`config.mk`:
```
export PLATFORM = sky130hd
export DESIGN_NAME = spi_master_queue
export DESIGN_NICKNAME = d
export VERILOG_FILES = /design/src/rtl/spi_queue_pkg.sv /design/src/rtl/spi_word_fifo.sv /design/src/rtl/spi_master_queue.sv
export SDC_FILE = /design/constraint.sdc
export NUM_CORES = 1
export LEC_CHECK = 0
export BUFFER_PORTS_ARGS = -buffer_cell sky130_fd_sc_hd__buf_4
export CAP_MARGIN = 10
export CORE_AREA = 2 2 237 122
export CTS_CLUSTER_SIZE = 12
export DETAILED_ROUTE_END_ITERATION = 8
export DIE_AREA = 0 0 239 124
export GPL_TIMING_DRIVEN = 1
export PLACE_DENSITY = 0.53
export SYNTH_ARGS = -nofsm -noshare
export SYNTH_HDL_FRONTEND = slang
export SYNTH_HIERARCHICAL = 1
export SYNTH_SLANG_ARGS = --single-unit
```
`constraint.sdc`:
```
create_clock -name sys_clk -period 2.54 [get_ports sys_clk]
set_input_delay 0.508 -clock sys_clk [delete_from_list [all_inputs] [get_ports sys_clk]]
set_output_delay 0.508 -clock sys_clk [all_outputs]
set_load 0.02 [all_outputs]
```
`src/rtl/spi_queue_pkg.sv`:
```
// Shared types and helpers for the SPI transaction sequencer.
package spi_queue_pkg;

  typedef enum logic [1:0] {
    IDLE      = 2'd0,
    START     = 2'd1,
    WAIT_BUSY = 2'd2,
    WAIT_DONE = 2'd3
  } state_t;

  // ceil(log2(value)), never below 1 so it can size a vector directly
  function automatic int clog2_min1(input int value);
    int w;
    w = 0;
    while ((1 << w) < value) w++;
    return (w < 1) ? 1 : w;
  endfunction

endpackage

```
`src/rtl/spi_word_fifo.sv`:
```
// Synchronous show-ahead FIFO; the head word is on dout whenever not empty.
// A push into a full FIFO is accepted only when a pop frees a slot in the same cycle.
module spi_word_fifo
  import spi_queue_pkg::*;
#(
  parameter int NUM_DATA_BITS = 16,
  parameter int FIFO_DEPTH    = 4
) (
  input  logic                     clk,
  input  logic                     rst,
  input  logic                     push,
  input  logic                     pop,
  input  logic [NUM_DATA_BITS-1:0] din,
  output logic [NUM_DATA_BITS-1:0] dout,
  output logic                     full,
  output logic                     empty
);

  localparam int PTR_W = clog2_min1(FIFO_DEPTH);
  localparam int CNT_W = PTR_W + 1;

  logic [NUM_DATA_BITS-1:0] mem [FIFO_DEPTH];
  logic [PTR_W-1:0]         wr_ptr;
  logic [PTR_W-1:0]         rd_ptr;
  logic [CNT_W-1:0]         count;
  logic                     do_push;
  logic                     do_pop;

  assign full    = (count == CNT_W'(FIFO_DEPTH));
  assign empty   = (count == '0);
  assign do_pop  = pop && !empty;
  assign do_push = push && (!full || do_pop);
  // Empty FIFO presents zero rather than stale storage
  assign dout    = empty ? '0 : mem[rd_ptr];

  // Storage array, written on accepted pushes
  always_ff @(posedge clk) begin
    if (do_push) mem[wr_ptr] <= din;
  end

  // Pointers wrap naturally; count tracks occupancy
  always_ff @(posedge clk) begin
    if (rst) begin
      wr_ptr <= '0;
      rd_ptr <= '0;
      count  <= '0;
    end else begin
      if (do_push) wr_ptr <= wr_ptr + PTR_W'(1);
      if (do_pop)  rd_ptr <= rd_ptr + PTR_W'(1);
      case ({do_push, do_pop})
        2'b10:   count <= count + CNT_W'(1);
        2'b01:   count <= count - CNT_W'(1);
        default: count <= count;
      endcase
    end
  end

endmodule

```
`src/rtl/spi_master_queue.sv`:
```
// Queues MOSI words, runs one driver transaction per word, collects MISO words.
//
// state     | meaning
// IDLE      | waiting for a queued word, an idle bus and an expired gap
// START     | comm_start high for this single cycle
// WAIT_BUSY | waiting for the driver to drop bus_ready
// WAIT_DONE | waiting for bus_ready to return; then reload the gap counter
module spi_master_queue
  import spi_queue_pkg::*;
#(
  parameter int NUM_DATA_BITS = 16,
  parameter int FIFO_DEPTH    = 4,
  parameter int GAP_CYCLES    = 0
) (
  input  logic                     sys_clk,
  input  logic                     rst,
  input  logic [NUM_DATA_BITS-1:0] tx_data,
  input  logic                     tx_valid,
  output logic                     tx_ready,
  output logic [NUM_DATA_BITS-1:0] rx_data,
  output logic                     rx_valid,
  input  logic                     rx_ready,
  output logic                     rx_overflow,
  output logic                     busy,
  output logic                     comm_start,
  output logic [NUM_DATA_BITS-1:0] mosi_data,
  input  logic                     bus_ready,
  input  logic                     miso_new_data,
  input  logic [NUM_DATA_BITS-1:0] miso_data
);

  localparam int GAP_W = clog2_min1(GAP_CYCLES + 1);

  state_t                   state;
  logic [GAP_W-1:0]         gap_cnt;
  logic                     tx_full;
  logic                     tx_empty;
  logic                     tx_push;
  logic                     tx_pop;
  logic [NUM_DATA_BITS-1:0] tx_head;
  logic                     rx_full;
  logic                     rx_empty;
  logic                     rx_pop;

  assign tx_ready = !tx_full;
  assign tx_push  = tx_valid && !tx_full;
  assign tx_pop   = (state == IDLE) && !tx_empty && bus_ready && (gap_cnt == '0);
  assign rx_valid = !rx_empty;
  assign rx_pop   = rx_valid && rx_ready;
  assign busy     = (state != IDLE) || !tx_empty;

  spi_word_fifo #(
    .NUM_DATA_BITS(NUM_DATA_BITS),
    .FIFO_DEPTH   (FIFO_DEPTH)
  ) u_tx_fifo (
    .clk  (sys_clk),
    .rst  (rst),
    .push (tx_push),
    .pop  (tx_pop),
    .din  (tx_data),
    .dout (tx_head),
    .full (tx_full),
    .empty(tx_empty)
  );

  spi_word_fifo #(
    .NUM_DATA_BITS(NUM_DATA_BITS),
    .FIFO_DEPTH   (FIFO_DEPTH)
  ) u_rx_fifo (
    .clk  (sys_clk),
    .rst  (rst),
    .push (miso_new_data),
    .pop  (rx_pop),
    .din  (miso_data),
    .dout (rx_data),
    .full (rx_full),
    .empty(rx_empty)
  );

  // Sticky drop flag: a MISO word arrived with no room and no same-cycle read
  always_ff @(posedge sys_clk) begin
    if (rst) begin
      rx_overflow <= 1'b0;
    end else if (miso_new_data && rx_full && !rx_pop) begin
      rx_overflow <= 1'b1;
    end
  end

  // Transaction sequencer with registered comm_start and mosi_data
  always_ff @(posedge sys_clk) begin
    if (rst) begin
      state      <= IDLE;
      gap_cnt    <= '0;
      comm_start <= 1'b0;
      mosi_data  <= '0;
    end else begin
      case (state)
        IDLE: begin
          if (gap_cnt != '0) begin
            gap_cnt <= gap_cnt - GAP_W'(1);
          end else if (tx_pop) begin
            mosi_data  <= tx_head;
            comm_start <= 1'b1;
            state      <= START;
          end
        end
        START: begin
          comm_start <= 1'b0;
          state      <= WAIT_BUSY;
        end
        WAIT_BUSY: begin
          if (!bus_ready) state <= WAIT_DONE;
        end
        WAIT_DONE: begin
          if (bus_ready) begin
            gap_cnt <= GAP_W'(GAP_CYCLES);
            state   <= IDLE;
          end
        end
        default: state <= IDLE;
      endcase
    end
  end

endmodule

```
==> flow_summary.json <==
{
  "cts_repair_resize_count": 0,
  "xor_xnor_fraction_of_synth_area": 0.00512,
  "synth.ff_latch_count": 166,
  "netlist_area_um2": 6840,
  "via_per_inst": 4.08,
  "design.die.area_um2": 29600,
  "max-cap-violations": 0,
  "grt.overflow.total": 0,
  "detail_route.drc_violations": 0,
  "cts-root-to-sink-buffers": 2,
  "initial_utilization": 0.249,
  "setup-tns-final_ps": 0,
  "detailedPlacementHpwl_mm": 8.47,
  "layout_setup_ws_ps": 117,
  "antenna_cells_inserted": 0,
  "most-common-layout-cells": "sky130_fd_sc_hd__edfxtp_1, sky130_fd_sc_hd__buf_4, sky130_fd_sc_hd__dfxtp_1",
  "placement.cell_area_um2": 7880,
  "tritoncts": "built",
  "yosys-mux-area-fraction": 0.121,
  "max-slew-margin-rel": 0.658,
  "postSynthCellCount": 414,
  "finalClockSkew_ps": 8.76,
  "setup_repair_after_global_routing_missed_its_margin": "no",
  "final_cell_area_um2": 8490,
  "worstPathRequired_ps": 2030,
  "global_route_wire_length_before_repair_mm": 20.9,
  "chipHeight_um": 124,
  "antenna_found_initial": 0,
  "layout_commonest_cell": "sky130_fd_sc_hd__edfxtp_1",
  "compound_gate_portion_of_the_synthesized_area": 0.0386,
  "largest_net_degree_at_the_start_of_global_routing": 44,
  "powerDensity_nw_per_um2": 956,
  "critPathTopFamily": "multiplexers",
  "final_number_of_setup_violating_endpoints": 0,
  "path_cells": "buf_12, mux4_1, nor2b_1, buf_4",
  "clock-root-buffer": "sky130_fd_sc_hd__clkbuf_16",
  "endpoint_kind": "primary output",
  "critPathMaxFanout": 16,
  "holdPathStages": 1,
  "clock_net_sink_count": 166,
  "worstHoldEndpoint": "u_tx_fifo/mem[2][3]",
  "cts.reportedPaths.clkPinSlew_ps": 70,
  "clock_insertion_delay_worst_skew_ps": 430,
  "clkPwrFrac": 0.319,
  "count_of_flip_flops_with_a_built_in_enable_after_synthesis": 128,
  "hold_path_class": "primary input to flop",
  "syn_to_final_growth_pct": 24.1,
  "leakagePower_nw": 2.96,
  "drt_wl_total_mm": 13.4,
  "period_share": 0.954,
  "max_freq_ghz": 0.413,
  "ys_types": 35,
  "groute.usage.overall": 0.0972,
  "synth_fp_nets": 469,
  "syn_area_per_cell_um2": 16.5,
  "run_status": "complete, no violations",
  "timing.critical_path.slowest_cell_delay_ps": 570,
  "sw_frac_of_total": 0.303,
  "ff_to_ff_path_depth": 12,
  "report.final.slew_viol_count": 0,
  "placeableCoreArea_um2": 27400,
  "timing.reg2reg.setup_slack_ps": 210,
  "final.min_clock_period_ps": 2420,
  "yosysWarningCount": 6,
  "route.vias.total": 3589,
  "h_tree_levels": 4,
  "preCtsSetupSlack_ps": 159,
  "antenna_left": 0,
  "cellInternalPower_mw": 5.66,
  "worst_r2r_startpoint": "u_rx_fifo/count[1]",
  "crit_type": "flop to primary output",
  "switchingPower_mw": 2.46,
  "ff_to_ff_end": "u_rx_fifo/count[2]",
  "hold_viol": 0,
  "std_cell_rows": 43,
  "cts_post_setup_buffers_inserted": 0,
  "io-pin-count": 75,
  "pwr-share-seq": 0.412,
  "dominantRegCellSynth": "sky130_fd_sc_hd__edfxtp_1",
  "place.detailed.instances": 848,
  "finalWeightedCongestion": 0.742,
  "critPathArrivalTime_ps": 1920,
  "critPathSlowestCell": "sky130_fd_sc_hd__mux4_1",
  "instances_no_fill": 880,
  "hold_buffers": 0,
  "synth_async_sr_flop_share": 0,
  "setup.worst_path.start_class": "flop",
  "synthSimpleGateAreaFrac": 0.0945,
  "first_global_vias": 3668,
  "fill_cells": 2722,
  "drive_gt1_frac": 0.338,
  "total_cts_buffers": 17,
  "largest_family_of_logic_cells_by_synthesized_area": "multiplexers",
  "synth_fa_ha_area_frac": 0.0333,
  "seq_area_frac_synth": 0.673,
  "die_width_um": 239,
  "wire_per_inst_um": 15.3,
  "dr.first_iter.drc_count": 212,
  "combinationalPowerShare": 0.269,
  "design.final.nets": 562,
  "detailedRoute.firstPassIterationCount": 4,
  "min-delay-start": "tx_data[3]",
  "fin_util": 0.309,
  "max_slew.worst_pin.slew_ps": 512,
  "vdd_ir_drop_max_mv": 0.465,
  "worst-path-buf-inv": 2,
  "port-buffer-count": 74
}
[synthesized netlist by cell type (8+ instances only)]
library cell,number,area [um^2]
sky130_fd_sc_hd__a21oi_1,19,95.1
sky130_fd_sc_hd__a21oi_2,9,78.8
sky130_fd_sc_hd__and2_1,8,50.1
sky130_fd_sc_hd__buf_2,8,40.0
sky130_fd_sc_hd__dfxtp_1,38,761
sky130_fd_sc_hd__edfxtp_1,128,3840
sky130_fd_sc_hd__ha_1,15,188
sky130_fd_sc_hd__inv_1,19,71.3
sky130_fd_sc_hd__mux4_1,12,315
sky130_fd_sc_hd__mux4_2,20,450
sky130_fd_sc_hd__nand2_1,33,124
sky130_fd_sc_hd__nand2b_1,10,62.6
sky130_fd_sc_hd__nor2_1,13,48.8
sky130_fd_sc_hd__nor2b_1,27,169
[power by group through the flow]
stage	sequential [mW]	clock, mW	combinational, mW
global route	3.37	2.78	2.41
floorplan	3.42	0	1.51
global placement	3.39	0	2.22
detailed placement	3.41	0	2.23
finish	3.35	2.59	2.18
CTS	3.35	2.67	2.24
[metal layers]
metal	up-vias	global-route usage	wire, um
met1	1808	0.108	5590
met5	-	0	0
met2	44	0.173	7080
met4	0	0.0410	196
li1	1720	-	-
met3	17	0.0330	563
[worst max path at each step]
stage                    endpoint  cells after the start          startpoint  slack [ps]
2_1_floorplan  u_tx_fifo/count[2]                     14  u_tx_fifo/count[2]           7
5_1_grt        u_tx_fifo/count[2]                     12            state[0]         0.9
4_1_cts                rx_data[1]                      4                flop          40
3_3_place_gp   u_tx_fifo/count[2]                     12            state[0]         250
6_report               rx_data[1]                      4                flop         120
3_5_place_dp   u_tx_fifo/count[2]                     12            state[0]         160
[state kept, by name (all words and copies together) (netlist names), 3 cells and up, named ones only]
signal           count
u_rx_fifo/mem       64
mosi_data           16
u_rx_fifo/count      3
u_tx_fifo/mem       64
u_tx_fifo/count      3
[kinds of logic (layout without fill, tap and decap cells)]
family	count (synthesis)	count (layout)
AO/OA/AOI/OAI	40	40
XOR/XNOR	4	4
adder cells (fa/ha/maj)	17	17
buffers and inverters	38	144
flip-flops	166	166
multiplexers	38	38
AND/OR/NAND/NOR	111	111
[cell type report]
| type | instances | area, um^2 | area share |
|---|---|---|---|
| Multi-Input combinational cell | 210 | 2030 | 0.239 |
| Tap cell | 360 | 450 | 0.0530 |
| Timing Repair Buffer | 92 | 716 | 0.0843 |
| Sequential cell | 166 | 4610 | 0.542 |
| Clock inverter | 10 | 78.8 | 0.00928 |
| Inverter | 20 | 82.6 | 0.00972 |
| Clock buffer | 22 | 528 | 0.0622 |
[per-stage QoR]
step	hold WS [ps]	total power, mW
CTS	252	8.26
global route	251	8.57
global placement	454	5.62
detailed placement	462	5.64
finish	276	8.12
floorplan	459	4.92
No activity file was read; power rests on OpenSTA's default activity.
